File: src/rtl/link_supervisor_pkg.sv
`default_nettype none
// ============================================================================
// Module : link_supervisor_pkg
// Desc   : State encodings and timer-load helpers for the link supervisor.
// Rev    : 1.0 - initial release
// ============================================================================
package link_supervisor_pkg;

  typedef enum logic [2:0] {
    LS_IDLE      = 3'd0,
    LS_HANDSHAKE = 3'd1,
    LS_LINKED    = 3'd2,
    LS_BACKOFF   = 3'd3,
    LS_FAULT     = 3'd4
  } ls_state_e;

  function automatic logic [63:0] ls_max(input int tw);
    if (tw >= 64) return '1;
    return (64'd1 << tw) - 64'd1;
  endfunction

  // Zero loads become 1 so the timer always produces an expiry
  function automatic logic [63:0] ls_clamp(input logic [63:0] val, input int tw);
    logic [63:0] maxv;
    maxv = ls_max(tw);
    if (val == 64'd0) return 64'd1;
    if (val > maxv) return maxv;
    return val;
  endfunction

  function automatic logic [63:0] ls_backoff(input logic [63:0] base, input int shift,
                                             input int tw);
    logic [63:0] maxv;
    logic [63:0] v;
    maxv = ls_max(tw);
    v    = ls_clamp(base, tw);
    for (int k = 0; k < 64; k++) begin
      if (k < shift) begin
        if (v > (maxv >> 1)) v = maxv;
        else                 v = v << 1;
      end
    end
    return v;
  endfunction

endpackage
`default_nettype wire

File: src/rtl/link_supervisor_if.sv
`default_nettype none
// ============================================================================
// Module : link_supervisor_if
// Desc   : Application/MHP-side control and status bundle of the link supervisor.
// Rev    : 1.0 - initial release
// ============================================================================
interface link_supervisor_if #(
  parameter int MAX_RETRY = 4,
  parameter int CW        = 16
);
  localparam int RW = $clog2(MAX_RETRY + 1);

  logic          i_en;
  logic          i_done;
  logic          i_rx_act;
  logic          i_clr_fault;
  logic          o_send;
  logic          o_link;
  logic          o_fault;
  logic [2:0]    o_state;
  logic [RW-1:0] o_retry;
  logic [CW-1:0] o_drop_cnt;

  modport master (
    output i_en, i_done, i_rx_act, i_clr_fault,
    input  o_send, o_link, o_fault, o_state, o_retry, o_drop_cnt
  );

  modport slave (
    input  i_en, i_done, i_rx_act, i_clr_fault,
    output o_send, o_link, o_fault, o_state, o_retry, o_drop_cnt
  );
endinterface
`default_nettype wire

File: src/rtl/link_supervisor_cyc_timer.sv
`default_nettype none
// ============================================================================
// Module : link_supervisor_cyc_timer
// Desc   : Loadable down-counter; o_expired flags the final count of a load.
// Rev    : 1.0 - initial release
// ============================================================================
module link_supervisor_cyc_timer #(
  parameter int TW = 24
) (
  input  wire          i_clk,
  input  wire          i_rst,
  input  wire          i_clr,
  input  wire          i_load,
  input  wire [TW-1:0] i_load_val,
  output logic         o_expired
);

  logic [TW-1:0] r_cnt;

  always_ff @(posedge i_clk) begin
    if (i_rst || i_clr) begin
      r_cnt <= '0;
    end else if (i_load) begin
      r_cnt <= (i_load_val == '0) ? TW'(1) : i_load_val;
    end else if (r_cnt != '0) begin
      r_cnt <= r_cnt - TW'(1);
    end
  end

  // A load of N expires N cycles after the load takes effect
  assign o_expired = (r_cnt == TW'(1));

endmodule
`default_nettype wire

File: src/rtl/link_supervisor.sv
`default_nettype none
// ============================================================================
// Module : link_supervisor
// Desc   : Link-control FSM with attempt timeout, bounded retry/backoff and watchdog.
// Rev    : 1.0 - initial release
// ============================================================================
module link_supervisor
  import link_supervisor_pkg::*;
#(
  parameter int MODE        = 0,
  parameter int TW          = 24,
  parameter int TIMEOUT_CYC = 50000,
  parameter int MAX_RETRY   = 4,
  parameter int BACKOFF_CYC = 1000,
  parameter int WDOG_CYC    = 200000,
  parameter int CW          = 16
) (
  input wire               i_clk,
  input wire               i_rst,
  link_supervisor_if.slave bus
);

  localparam int            RW          = $clog2(MAX_RETRY + 1);
  localparam int            NBO         = 2 ** RW;
  localparam logic [TW-1:0] c_timeout   = TW'(ls_clamp(64'(TIMEOUT_CYC), TW));
  localparam logic [TW-1:0] c_wdog      = TW'(ls_clamp(64'(WDOG_CYC), TW));
  localparam logic [RW-1:0] c_max_retry = RW'(MAX_RETRY);

  ls_state_e     r_state;
  ls_state_e     w_nxt;
  logic          r_send;
  logic          r_link;
  logic          r_fault;
  logic [RW-1:0] r_retry;
  logic [CW-1:0] r_drop;

  logic          w_send;
  logic          w_load;
  logic          w_clr;
  logic          w_drop;
  logic          w_expired;
  logic [TW-1:0] w_load_val;
  logic [RW-1:0] w_retry_nxt;
  logic [RW-1:0] w_retry_inc;
  logic [TW-1:0] w_bo_tbl [NBO];

  // Backoff for attempt n is precomputed; indexed by failures so far
  for (genvar gi = 0; gi < NBO; gi++) begin : g_bo
    assign w_bo_tbl[gi] = TW'(ls_backoff(64'(BACKOFF_CYC), gi, TW));
  end

  assign w_retry_inc = r_retry + RW'(1);

  always_comb begin
    w_nxt       = r_state;
    w_send      = 1'b0;
    w_load      = 1'b0;
    w_load_val  = c_timeout;
    w_retry_nxt = r_retry;
    w_drop      = 1'b0;
    if (!bus.i_en && (r_state != LS_FAULT)) begin
      w_nxt       = LS_IDLE;
      w_retry_nxt = '0;
    end else begin
      case (r_state)
        LS_IDLE: begin
          if ((MODE != 0) || bus.i_done) begin
            w_nxt  = LS_HANDSHAKE;
            w_send = 1'b1;
            w_load = 1'b1;
          end
        end
        LS_HANDSHAKE: begin
          if (bus.i_done) begin
            w_nxt       = LS_LINKED;
            w_retry_nxt = '0;
            w_load      = 1'b1;
            w_load_val  = c_wdog;
          end else if (w_expired) begin
            w_retry_nxt = w_retry_inc;
            if (w_retry_inc == c_max_retry) begin
              w_nxt = LS_FAULT;
            end else begin
              w_nxt      = LS_BACKOFF;
              w_load     = 1'b1;
              w_load_val = w_bo_tbl[r_retry];
            end
          end
        end
        LS_LINKED: begin
          if (bus.i_done) begin
            w_nxt  = LS_HANDSHAKE;
            w_send = 1'b1;
            w_load = 1'b1;
          end else if (bus.i_rx_act) begin
            w_load     = 1'b1;
            w_load_val = c_wdog;
          end else if (w_expired) begin
            w_nxt      = LS_BACKOFF;
            w_drop     = 1'b1;
            w_load     = 1'b1;
            w_load_val = w_bo_tbl[0];
          end
        end
        LS_BACKOFF: begin
          if (w_expired) begin
            w_nxt  = LS_HANDSHAKE;
            w_send = 1'b1;
            w_load = 1'b1;
          end
        end
        LS_FAULT: begin
          if (bus.i_clr_fault) begin
            w_nxt       = LS_IDLE;
            w_retry_nxt = '0;
          end
        end
        default: begin
          w_nxt       = LS_IDLE;
          w_retry_nxt = '0;
        end
      endcase
    end
  end

  // Parked states hold the timer at zero so no stale expiry survives
  assign w_clr = (w_nxt == LS_IDLE) || (w_nxt == LS_FAULT);

  link_supervisor_cyc_timer #(
    .TW (TW)
  ) u_timer (
    .i_clk      (i_clk),
    .i_rst      (i_rst),
    .i_clr      (w_clr),
    .i_load     (w_load),
    .i_load_val (w_load_val),
    .o_expired  (w_expired)
  );

  always_ff @(posedge i_clk) begin
    if (i_rst) begin
      r_state <= LS_IDLE;
      r_send  <= 1'b0;
      r_link  <= 1'b0;
      r_fault <= 1'b0;
      r_retry <= '0;
      r_drop  <= '0;
    end else begin
      r_state <= w_nxt;
      r_send  <= w_send;
      r_link  <= (r_state == LS_LINKED) && (w_nxt == LS_LINKED);
      r_fault <= (w_nxt == LS_FAULT);
      r_retry <= w_retry_nxt;
      if (w_drop && (r_drop != '1)) begin
        r_drop <= r_drop + CW'(1);
      end
    end
  end

  assign bus.o_send     = r_send;
  assign bus.o_link     = r_link;
  assign bus.o_fault    = r_fault;
  assign bus.o_state    = r_state;
  assign bus.o_retry    = r_retry;
  assign bus.o_drop_cnt = r_drop;

endmodule
`default_nettype wire

File: src/flat_wrapper.sv
// flat-port wrapper written by rule: the top's interface ports become plain ports
module link_supervisor_flat import link_supervisor_pkg::*;
#(
  parameter int MODE        = 0,
  parameter int TW          = 24,
  parameter int TIMEOUT_CYC = 50000,
  parameter int MAX_RETRY   = 4,
  parameter int BACKOFF_CYC = 1000,
  parameter int WDOG_CYC    = 200000,
  parameter int CW          = 16
)
  (i_clk, i_rst, bus_i_en, bus_i_done, bus_i_rx_act, bus_i_clr_fault, bus_o_send, bus_o_link, bus_o_fault, bus_o_state, bus_o_retry, bus_o_drop_cnt);
  link_supervisor_if #(.MAX_RETRY(MAX_RETRY), .CW(CW)) bus_i ();
  input wire i_clk;
  input wire i_rst;
  input wire logic [$bits(bus_i.i_en)-1:0] bus_i_en;
  input wire logic [$bits(bus_i.i_done)-1:0] bus_i_done;
  input wire logic [$bits(bus_i.i_rx_act)-1:0] bus_i_rx_act;
  input wire logic [$bits(bus_i.i_clr_fault)-1:0] bus_i_clr_fault;
  output wire logic [$bits(bus_i.o_send)-1:0] bus_o_send;
  output wire logic [$bits(bus_i.o_link)-1:0] bus_o_link;
  output wire logic [$bits(bus_i.o_fault)-1:0] bus_o_fault;
  output wire logic [$bits(bus_i.o_state)-1:0] bus_o_state;
  output wire logic [$bits(bus_i.o_retry)-1:0] bus_o_retry;
  output wire logic [$bits(bus_i.o_drop_cnt)-1:0] bus_o_drop_cnt;
  assign bus_i.i_en = bus_i_en;
  assign bus_i.i_done = bus_i_done;
  assign bus_i.i_rx_act = bus_i_rx_act;
  assign bus_i.i_clr_fault = bus_i_clr_fault;
  assign bus_o_send = bus_i.o_send;
  assign bus_o_link = bus_i.o_link;
  assign bus_o_fault = bus_i.o_fault;
  assign bus_o_state = bus_i.o_state;
  assign bus_o_retry = bus_i.o_retry;
  assign bus_o_drop_cnt = bus_i.o_drop_cnt;
  link_supervisor #(.MODE(MODE), .TW(TW), .TIMEOUT_CYC(TIMEOUT_CYC), .MAX_RETRY(MAX_RETRY), .BACKOFF_CYC(BACKOFF_CYC), .WDOG_CYC(WDOG_CYC), .CW(CW)) u_core (.i_clk(i_clk), .i_rst(i_rst), .bus(bus_i));
endmodule
File: config.mk
export PLATFORM = sky130hd
export DESIGN_NAME = link_supervisor_flat
export DESIGN_NICKNAME = d
export VERILOG_FILES = /design/src/rtl/link_supervisor_pkg.sv /design/src/rtl/link_supervisor_if.sv /design/src/rtl/link_supervisor_cyc_timer.sv /design/src/rtl/link_supervisor.sv /design/src/flat_wrapper.sv
export SDC_FILE = /design/constraint.sdc
export NUM_CORES = 1
export LEC_CHECK = 0
export ABC_AREA = 1
export CAP_MARGIN = 15
export CORE_MARGIN = 3
export CORE_UTILIZATION = 40
export CTS_CLUSTER_SIZE = 30
export DETAILED_ROUTE_END_ITERATION = 8
export GPL_TIMING_DRIVEN = 0
export PLACE_DENSITY = 0.63
export SKIP_LAST_GASP = 1
export SLEW_MARGIN = 20
export SYNTH_ARGS = -nofsm -noshare
export SYNTH_HDL_FRONTEND = slang
export SYNTH_HIERARCHICAL = 1
export SYNTH_SLANG_ARGS = --single-unit
export TNS_END_PERCENT = 20
File: constraint.sdc
create_clock -name i_clk -period 4.9 [get_ports i_clk]
set_input_delay 0.49 -clock i_clk [delete_from_list [all_inputs] [get_ports i_clk]]
set_output_delay 0.49 -clock i_clk [all_outputs]
set_load 0.01 [all_outputs]
# Word level (Yosys, flattened, before mapping)
# Memory sizes are Yosys's and may differ from the RTL's.
# Index checks and enable logic that the tools add are counted.
dict set report word_totals {
  register_bits 49
  n_memories 1
  inputBits 6
  romBits 192
  output_inout_bits 25
  word_cells 83
}
# memory words word_bits read_ports rd_ports_with_merged_regs write_ports line
set memory_table {}
lappend memory_table {{(name not given)} 8 24 1 0 0 link_supervisor.sv:86} ;# w_load_val = w_bo_tbl[r_retry];
dict set report classes {
  muxes 42
  eq_ne 12
  magnitude_cmp 1
  addsub 3
  bitwise 2
  reduce_logical 15
}
# op count
set ops {}
lappend ops {{$mux W24} 11}
lappend ops {{$pmux W24 S2} 1}
lappend ops {{$mux W3} 13}
lappend ops {{$eq A24 B1 Y1 const B} 1}
lappend ops {{$logic_not A24 Y1} 1}
lappend ops {{$reduce_bool A24 Y1} 1}
lappend ops {{$sub A24 B1 Y24 const B} 1}
lappend ops {{$add A16 B1 Y16 const B} 1}
lappend ops {{$mux W16} 1}
lappend ops {{$ne A16 B16 Y1 const B} 1}
lappend ops {{$pmux W3 S5} 1}
lappend ops {{$mux W1} 12}
lappend ops {{$eq A3 B2 Y1 const B} 3}
lappend ops {{$eq A3 B3 Y1 const B} 3}
lappend ops {{$pmux W3 S3} 1}
lappend ops {{$logic_not A3 Y1} 2}
lappend ops {{$ne A3 B3 Y1 const B} 2}
lappend ops {{$ge A4 B4 Y1 const B} 1}
lappend ops {{$not A3 Y4} 1}
lappend ops {{$pmux W1 S4} 1}
lappend ops {{$reduce_or A2 Y1} 2}
lappend ops {{$add A3 B1 Y3 const B} 1}
lappend ops {{$eq A3 B1 Y1 const B} 1}
lappend ops {{$logic_and A1 B1 Y1} 3}
lappend ops {{8 further kinds} 9}

# Depth between registers and ports, before layout
# Gate-level depths: netlist (run 1).
dict set report logic_depth {
  depth_word 12
  ltp_mapped 19
  depth_no_buf 17
}

# By module
# The synthesis (run 1) kept the hierarchy.
# module cells_each instances seq_area_each_um2 area_each_um2
set modules_own_cells {}
lappend modules_own_cells {link_supervisor_cyc_timer 317 1 480.5 1889.3}
lappend modules_own_cells {link_supervisor 306 1 500.5 1885.6}

# Least setup slack after synthesis (run 1)
# Ideal clock, no wire load.
dict set report synth_path {
  path_type {flip-flop to flip-flop}
  start {register u_core.u_timer.r_cnt[16]}
  end {register u_core.u_timer.r_cnt[9]}
  arrival_ns 2.561
  path_buffers 1
  synth_period_minus_slack_ns 2.617
  slack_ns 2.283
  setup_time_ns 0.056
  required_ns 4.844
  path_stages_with_launch 17
  cell_sequence {dfxtp_1 -> nor2_2 -> nand2_1 -> nor2_4 -> nand2_1 -> nor4b_1 -> buf_2 -> nand2_1 -> nand2_1 -> nand2_1 -> o211ai_1 -> o21ai_0 -> nor2_2 -> clkinv_1 -> o21ai_1 -> nand2_1 -> inv_1}
}
dict set report synth_between {
  elab_chain_len 9
  elab_cells_between_ends 32
  cone_classes {eq/ne: 2; mux: 24; reduce/logical: 6}
}
# element line
set synth_rtl {}
lappend synth_rtl {{from (decl)} link_supervisor_cyc_timer.sv:18} ;# logic [TW-1:0] r_cnt;
lappend synth_rtl {{from (signal assigned)} link_supervisor_cyc_timer.sv:24} ;# r_cnt <= (i_load_val == '0) ? TW'(1) : i_load_val;
lappend synth_rtl {{from (signal assigned)} link_supervisor_cyc_timer.sv:26} ;# r_cnt <= r_cnt - TW'(1);
lappend synth_rtl {{$eq A24 B1 Y1 (*)} link_supervisor_cyc_timer.sv:31} ;# assign o_expired = (r_cnt == TW'(1));
lappend synth_rtl {{via u_core.w_expired} link_supervisor.sv:41} ;# logic w_expired;
lappend synth_rtl {{$mux W3} link_supervisor.sv:98} ;# end else if (w_expired) begin
lappend synth_rtl {{$mux W3} link_supervisor.sv:95} ;# end else if (bus.i_rx_act) begin
lappend synth_rtl {{$mux W3} link_supervisor.sv:91} ;# if (bus.i_done) begin
lappend synth_rtl {{$pmux W3 S5 (*)} link_supervisor.sv:65} ;# case (r_state)
lappend synth_rtl {{$mux W3 (*)} link_supervisor.sv:61} ;# if (!bus.i_en && (r_state != LS_FAULT)) begin
lappend synth_rtl {{$eq A3 B3 Y1 / $logic_not A3 Y1 (equally long branches)} link_supervisor.sv:127} ;# assign w_clr = (w_nxt == LS_IDLE) || (w_nxt == LS_FAULT);
lappend synth_rtl {{$logic_or A1 B1 Y1 (*)} link_supervisor.sv:127}
lappend synth_rtl {{via u_core.w_clr} link_supervisor.sv:39} ;# logic w_clr;
lappend synth_rtl {{$logic_or A1 B1 Y1 (*)} link_supervisor_cyc_timer.sv:21} ;# if (i_rst || i_clr) begin
# Mark *: on every way through the listed nets, which the timed path passes. The rest lies on a longest branch.
# A chain may end at the register's enable or synchronous reset.

# Worst setup path in the final report (run 1)
dict set report layout_path {
  start {register u_core.u_timer.r_cnt[18]}
  end {register u_core.u_timer.r_cnt[9]}
}
# The elaborated chain is that of the path after synthesis.

==> impl_metrics.tcl, run 1 <==
set metrics [dict create \
    status "finished, final reports clean" \
    wl_um 10400 \
    p_comb_share_pct 48.5 \
    fillerInstances 972 \
    synth_area_um2 3770 \
    dr.pass1.iters 5 \
    finalSetupViolations 0 \
    max_freq_mhz 295 \
    holdPathEnd "u_core/bus.o_drop_cnt[14]" \
    viasPerCell 5.15 \
    post_drt_wl_per_cell_um 13.2 \
    cts_resized 0 \
    dieArea_um2 10600 \
    yosysUniqueCellTypes 43 \
    cts.sinks 49 \
    p_sw_mw 0.646 \
    core_area_um2 8930 \
    holdBufCountCts 0 \
    num_vias 4047 \
    die_y_um 103 \
    cp.arrival_ns 3.65 \
    drive_gt1_share_pct 9.73 \
    yosysWarnings 6 \
    r2r_end "u_core/u_timer/r_cnt[9]" \
    yosys_register_bits 49 \
    grt_pass1_vias 3659 \
    fin_setup_tns_ns 0 \
    seq_area_frac_synth_pct 26.0 \
    cts_max_path_buffers 2 \
    max-vdd-ir-drop_v 0.000172 \
    r2r_start "u_core/u_timer/r_cnt[18]" \
    grt_pass1_wl_um 17500 \
    r2r_setup_slack_ns 1.52 \
    start_kind "flip-flop" \
    first_iter_violations 247 \
    synthCells 623 \
    fin_util_pct 49.2 \
    cts_made_buffers 5 \
    initial_utilization_pct 42.3 \
    cts_root_buf "clkbuf_8" \
    grt_usage_pct 20.6 \
    final_common_cell "nand2_1" \
    ant_nets 0 \
    die_width_um 103 \
    skew_ns 0.0146 \
    finalNetCount 695 \
    path_max_fanout 9 \
    htree_num_levels 2 \
    drc 0 \
    stdcell_area_um2 4390 \
    max_slew_margin_pct 65.2 \
    regArea_um2 981 \
    clk_latency_ns 0.31 \
    min-delay-start "u_core/bus.o_drop_cnt[14]" \
    layout_common_cells "182 x nand2_1, 94 x nor2_1, 59 x inv_1" \
    critPathKind "flip-flop to flip-flop" \
    hold_class "flip-flop to flip-flop" \
    post-route-min-period_ns 3.38 \
    reg2regPathDepth 16 \
    io_pins 31 \
    rows 34 \
    multi_input_area_um2 2520 \
    overflow 0 \
    async_flop_share_pct 0 \
    required_ns 5.17 \
    worst_setup_path_end_kind "flip-flop" \
    max-cap-violations 0 \
    syn_to_final_growth_pct 16.4 \
    p_per_area_nw_per_um2 341 \
    antenna_found_initial 0 \
    place_area_um2 4270 \
    period_share_pct 69.1 \
    p_leak_nw 1.95 \
    power.internal_mw 0.851 \
    switching_share_pct 43.1 \
    synth-edff-count 0 \
    diodes 0 \
    whs_path_depth 2 \
    routabilityCongestion 0.901 \
    hold_viol_final 0 \
    synth_flop_cell "dfxtp_1" \
    holdWs_ns 0.528 \
    dp_hpwl_um 8080 \
    worstMarginPinSlew_ns 0.517 \
    power_frac_seq_pct 30.4 \
    syn_avg_cell_area_um2 6.06 \
    drv_slew 0 \
    grt_setup_unrepaired "no" \
    clock_power_share_pct 21.0 \
    post-cts-setup-buffers 0 \
    clkTransAtPathRegs_ns 0.10 \
    cts_tree "built" \
    grt_max_degree 16 \
    place.port_buffers 30 \
]
[per-stage QoR]
stage                     power [mW]  instances  setup slack (ns)
after CTS                       1.50        786              1.49
final                           1.50        786              1.52
after global routing            1.62        786              1.09
after floorplan                 1.04        640              2.28
after detailed placement        1.18        778              1.53
after global placement          1.17        778              1.55
[final cells by class]
cell class / instances / share of cell area, %
Multi-Input combinational cell: 510 / 57.4
Sequential cell: 49 / 22.3
Timing Repair Buffer: 30 / 6.83
Inverter: 69 / 5.92
Tap cell: 108 / 3.08
Clock buffer: 6 / 1.88
Buffer: 12 / 1.71
Clock inverter: 2 / 0.854
[kinds of logic after synthesis]
kind of cell	share of synthesized area, %
buffers and inverters	8.88
XOR/XNOR	1.39
other	0.0993
AO/OA/AOI/OAI	11.5
AND/OR/NAND/NOR	48.2
adder cells (fa/ha/maj)	3.98
flip-flops	26.0
[synth_stat cells, drive strengths merged (2+ instances only)]
cell,instances,area share [%]
or2,2,0.33
o21ai,40,5.7
a211oi,2,0.40
clkbuf,2,0.20
nand3,57,8.3
ha,12,4.0
nor3,4,0.53
o211ai,2,0.40
a21oi,28,3.8
a31oi,2,0.50
nand4,20,3.3
nand3b,7,1.4
dfxtp,49,26
nand2,189,20
inv,66,6.6
xor2,3,0.70
clkinv,3,0.33
buf,10,1.8
xnor2,3,0.70
nor2,116,14
[how the worst max path moves through the flow]
stage / startpoint / cells after the start / to / slack (ns)
final: u_core/u_timer/r_cnt[18] / 16 / u_core/u_timer/r_cnt[9] / 1.52
after global routing: u_core/u_timer/r_cnt[20] / 16 / u_core/u_timer/r_cnt[9] / 1.09
after CTS: u_core/u_timer/r_cnt[18] / 16 / u_core/u_timer/r_cnt[9] / 1.49
after detailed placement: u_core/u_timer/r_cnt[16] / 16 / u_core/u_timer/r_cnt[9] / 1.53
after global placement: u_core/u_timer/r_cnt[16] / 16 / u_core/u_timer/r_cnt[9] / 1.55
after floorplan: u_core/u_timer/r_cnt[16] / 16 / u_core/u_timer/r_cnt[9] / 2.28
[per-layer routing]
| metal | up-vias | global-route usage (%) | wire length (um) |
|---|---|---|---|
| li1 | 2112 | - | - |
| met1 | 1813 | 28.5 | 4870 |
| met2 | 110 | 34.0 | 4780 |
| met3 | 12 | 2.57 | 615 |
| met4 | 0 | 5.08 | 146 |
| met5 | - | 0 | 0 |
[state kept, by name (all words and copies together) (netlist names)]
register and cells:
u_core/u_timer/r_cnt 24, u_core/bus.o_retry 3, u_core/bus.o_drop_cnt 16, u_core/bus.o_send 1, u_core/bus.o_link 1, u_core/bus.o_state 3, u_core/bus.o_fault 1
[worst max-delay path: stages, from the launching register on]
cell and delay (ns):
dfxtp_1 0.36, nor2_2 0.15, nand2_1 0.10, nor2_4 0.21, nand2_1 0.09, nor4b_1 0.26
buf_2 0.27, nand2_1 0.22, nand2_1 0.13, nand2_1 0.06, o211ai_1 0.12, o21ai_0 0.15
nor2_2 0.44, clkinv_1 0.42, o21ai_1 0.24, nand2_1 0.07, inv_1 0.05
[power by group through the flow]
stage          Clock (mW)  Sequential [mW]  Combinational [mW]
2_1_floorplan           0            0.457               0.581
3_3_place_gp            0            0.464               0.704
3_5_place_dp            0            0.464               0.719
4_1_cts             0.326            0.456               0.722
5_1_grt             0.340            0.459               0.825
6_report            0.315            0.456               0.726
Power figures use the tool's default switching activity.
==> run 2, diff against run 1 <==
PLACE_DENSITY = 0.65   (was 0.63)
clock period = 3 ns   (was 4.9 ns; I/O delays follow)
==> impl_metrics.tcl, run 2 (same netlist as run 1, synthesis figures left out) <==
set metrics [dict create \
    multi_input_area_um2 2570 \
    cts_root_buf "clkbuf_8" \
    cts_made_buffers 5 \
    largest_reg_flops 24 \
    grt_pass1_vias 3590 \
    routabilityCongestion 0.892 \
    drive_gt1_share_pct 12.1 \
    grt_max_degree 16 \
    layout_common_cells "181 x nand2_1, 92 x nor2_1, 59 x inv_1" \
    crit_slowest_cell "dfxtp_1" \
    wl_um 10400 \
    place_area_um2 4270 \
    dr.pass1.iters 5 \
    htree_num_levels 2 \
    hold_class "flip-flop to flip-flop" \
    max_freq_mhz 362 \
    critPathMostFrequentCell "nand2_1" \
    syn_to_final_growth_pct 20.0 \
    antenna_found_initial 0 \
    diodes 0 \
    ant_nets 0 \
    cts_tree "built" \
    p_per_area_nw_per_um2 553 \
    fillerInstances 955 \
    cts_max_path_buffers 2 \
    setup_ws_ns 0.238 \
    place.port_buffers 30 \
    total_power_mw 2.50 \
    finalNetCount 704 \
    required_ns 3.25 \
    cp_slowest_stage_delay_ns 0.36 \
    grt_usage_pct 20.3 \
    viasPerCell 5.12 \
    dieArea_um2 10600 \
    overflow 0 \
    clk_latency_ns 0.31 \
    grt_pass1_wl_um 17200 \
    cts.sinks 49 \
    final_common_cell "nand2_1" \
    period_share_pct 92.1 \
    first_iter_violations 233 \
    max-cap-violations 0 \
    dp_hpwl_um 7910 \
    p_leak_nw 2.02 \
    skew_ns 0.0141 \
    core_area_um2 8930 \
    clkTransAtPathRegs_ns 0.11 \
    dpl_worst_slack_ns -0.496 \
    worst_setup_path_end_kind "flip-flop" \
    post-route-min-period_ns 2.76 \
    place_inst 778 \
    drc 0 \
    path_cells "nor2_2 -> nand2_1 -> nor2_4 -> nand2_1 -> nor4b_4 -> buf_4 -> nand2_2 -> nand2_1 -> nand2_1 -> a41oi_2 -> buf_4 -> inv_2 -> buf_2 -> nand4_1 -> nand2_1 -> nor2_1" \
    path_max_fanout 10 \
    grt_setup_unrepaired "no" \
    layout.cells.non_filler 795 \
    fin_util_pct 50.7 \
    num_vias 4069 \
    status "finished, final reports clean" \
    io_pins 31 \
    drv_slew 0 \
    initial_utilization_pct 42.3 \
    post_drt_wl_per_cell_um 13.1 \
    die_y_um 103 \
    cp.arrival_ns 3.01 \
    rows 34 \
    regArea_um2 981 \
    die_width_um 103 \
    fin_setup_tns_ns 0 \
    max-vdd-ir-drop_v 0.000210 \
    holdWs_ns 0.533 \
    hold_viol_final 0 \
    critPathKind "flip-flop to flip-flop" \
    stdcell_area_um2 4530 \
    finalSetupViolations 0 \
    start_kind "flip-flop" \
    regMostFlops "u_core/u_timer/r_cnt" \
]
[run 2: cell types whose count changed in the layout (fill, tap and decap cells not counted), moves of 2 or more]
cell / before / now
buf_4: 1 / 10
buf_2: 6 / 4
clkbuf_2: 0 / 2
nor2_1: 94 / 92
o21ai_0: 31 / 29
o21ai_1: 5 / 7
[run 2: critical path, delay by kind of cell, from the launching register on]
kind,cells,cell delay [ns]
AND/OR/NAND/NOR,11,1.46
buffers and inverters,4,0.67
flip-flops,1,0.36
AO/OA/AOI/OAI,1,0.18
[run 2: repair_timing]
item | 4_1_cts | 5_1_grt
endpoints found under the setup margin | 24 | 24
setup buffers | 2 | 7
hold buffers | 0 | 0
resized for setup | 7 | 8
pin swaps | 0 | 3
[run 2: final timing paths]
path | from | slack [ns] | end | cells after the start
max | u_core/u_timer/r_cnt[16] | 0.24 | u_core/u_timer/r_cnt[6] | 16
min | u_core/u_timer/r_cnt[10] | 0.53 | u_core/u_timer/r_cnt[10] | 2
max reg2reg | u_core/u_timer/r_cnt[16] | 0.24 | u_core/u_timer/r_cnt[6] | 16
min reg2reg | u_core/u_timer/r_cnt[10] | 0.53 | u_core/u_timer/r_cnt[10] | 2
[run 2: final cells by class]
type                            count  share of cell area [%]
Clock buffer                        6                    1.82
Multi-Input combinational cell    510                    56.8
Clock inverter                      2                   0.829
Timing Repair Buffer               39                    8.34
Tap cell                          108                    2.98
Buffer                             12                    1.80
Sequential cell                    49                    21.7
Inverter                           69                    5.77
[run 2: power breakdown]
| part | switching, mW | internal [mW] |
|---|---|---|
| registers | 0.0492 | 0.693 |
| logic | 0.790 | 0.458 |
| clock network | 0.243 | 0.272 |
| total | 1.08 | 1.42 |
[run 2: per-layer routing]
metal	vias up	wire length, um	track usage, %
met1	1832	5020	29.1
met2	109	4800	32.5
met5	-	0	0
met3	8	506	2.77
met4	0	80	4.68
li1	2120	-	-
==> run 3, diff against run 2 <==
DONT_BUFFER_PORTS = 1   (was unset)
PLACE_DENSITY = 0.6   (was 0.65)
==> impl_metrics.tcl, run 3 (same netlist as run 1, synthesis figures left out) <==
set metrics [dict create \
    grt_pass1_wl_um 17300 \
    hold_viol_final 0 \
    p_leak_nw 1.97 \
    htree_num_levels 2 \
    largest_reg_flops 24 \
    fillerInstances 949 \
    path_max_fanout 5 \
    regMostFlops "u_core/u_timer/r_cnt" \
    syn_to_final_growth_pct 15.1 \
    cts_made_buffers 5 \
    finalSetupViolations 0 \
    worst_setup_path_end_kind "flip-flop" \
    initial_utilization_pct 42.3 \
    max-cap-violations 0 \
    grt_max_degree 17 \
    clkTransAtPathRegs_ns 0.10 \
    routabilityCongestion 0.894 \
    skew_ns 0.00764 \
    period_share_pct 95.1 \
    critPathKind "flip-flop to flip-flop" \
    post-route-min-period_ns 2.85 \
    diodes 0 \
    cp.arrival_ns 3.07 \
    p_per_area_nw_per_um2 615 \
    whs_path_depth 2 \
    die_width_um 103 \
    core_area_um2 8930 \
    holdBufCountCts 0 \
    final_common_cell "nand2_1" \
    place_area_um2 3970 \
    drive_gt1_share_pct 13.9 \
    post_drt_wl_per_cell_um 13.8 \
    multi_input_area_um2 2600 \
    layout.cells.non_filler 770 \
    ant_nets 0 \
    cts_tree "built" \
    hold_class "input port to flip-flop" \
    worstMarginPinSlew_ns 0.499 \
    grt_usage_pct 20.4 \
    regArea_um2 985 \
    max-vdd-ir-drop_v 0.000279 \
    die_y_um 103 \
    required_ns 3.21 \
    cts.sinks 49 \
    first_iter_violations 244 \
    grt_pass1_vias 3571 \
    layout_common_cells "181 x nand2_1, 93 x nor2_1, 59 x inv_1" \
    clk_latency_ns 0.31 \
    reg2regPathDepth 18 \
    start_kind "flip-flop" \
    cts_root_buf "clkbuf_8" \
    rows 34 \
    finalNetCount 679 \
    dp_hpwl_um 8030 \
    viasPerCell 5.22 \
    antenna_found_initial 0 \
    status "finished, final reports clean" \
    place_inst 748 \
    dieArea_um2 10600 \
    stdcell_area_um2 4340 \
    wl_um 10600 \
    num_vias 4023 \
    overflow 0 \
    max_slew_margin_pct 66.4 \
    dr.pass1.iters 5 \
    cts_max_path_buffers 2 \
    max_freq_mhz 350 \
    drv_slew 0 \
    drc 0 \
    io_pins 31 \
    place.port_buffers 0 \
]
==> run 3: layer usage <==
metal  part of all wire (%)  track usage (%)  vias up  wire length [um]
met5                      0                0        -                 0
met4                    2.9             6.08        0               309
met3                    4.2             3.11       25               444
met2                     45             33.6       95              4800
met1                     48             27.5     1834              5050
li1                       -                -     2069                 -
==> run 3: power by group <==
part | total [mW] | switching (mW) | internal [mW]
logic | 1.34 | 0.813 | 0.524
clock network | 0.585 | 0.249 | 0.336
registers | 0.750 | 0.0556 | 0.694
==> run 3: metrics by stage <==
stage	TNS, ns	power [mW]	setup WS, ns	hold WS, ns	util (%)
3_5_place_dp	-4.56	1.92	-0.438	0.470	44.5
4_1_cts	0	2.53	0.0271	0.120	46.3
5_1_grt	-0.0501	2.87	-0.0258	0.142	48.6
2_1_floorplan	0	1.69	0.383	0.448	-
6_report	0	2.67	0.147	0.130	48.6
3_3_place_gp	-5.88	1.90	-0.492	0.453	44.5
==> run 3: area by class of cell <==
cell class / count / area share, %
Tap cell: 108 / 3.11
Multi-Input combinational cell: 510 / 59.8
Inverter: 69 / 6.02
Timing Repair Buffer: 14 / 3.11
Clock buffer: 5 / 1.58
Buffer: 12 / 2.10
Clock inverter: 3 / 1.58
Sequential cell: 49 / 22.7
==> run 3: final timing paths <==
| kind | startpoint | slack [ns] | endpoint |
|---|---|---|---|
| worst max-delay path | u_core/u_timer/r_cnt[16] | 0.15 | u_core/u_timer/r_cnt[1] |
| worst min-delay path | bus_i_done | 0.13 | u_core/bus.o_send |
| worst max register to register | u_core/u_timer/r_cnt[16] | 0.15 | u_core/u_timer/r_cnt[1] |
| worst min register to register | u_core/u_timer/r_cnt[10] | 0.53 | u_core/u_timer/r_cnt[10] |
==> run 3: what timing repair did <==
action,in CTS,in global routing
gates resized for setup,8,18
endpoints found under the hold margin,0,0
setup buffers,0,13
pin swaps,0,9
gates cloned,0,1
endpoints found under the setup margin,24,24
==> run 3: worst max-delay path, stage by stage, from the launching register on <==
cell,delay (ns)
dfxtp_1,0.39
nor2_4,0.12
nand2_1,0.09
nor2_4,0.15
nand2_1,0.10
nor4b_2,0.30
buf_4,0.20
buf_4,0.12
nand4_1,0.16
a41oi_2,0.31
buf_4,0.15
nor2_1,0.05
nand2_1,0.07
nor2_2,0.05
nand3_4,0.12
buf_8,0.15
o21ai_2,0.05
a21oi_1,0.11
nor2_1,0.05
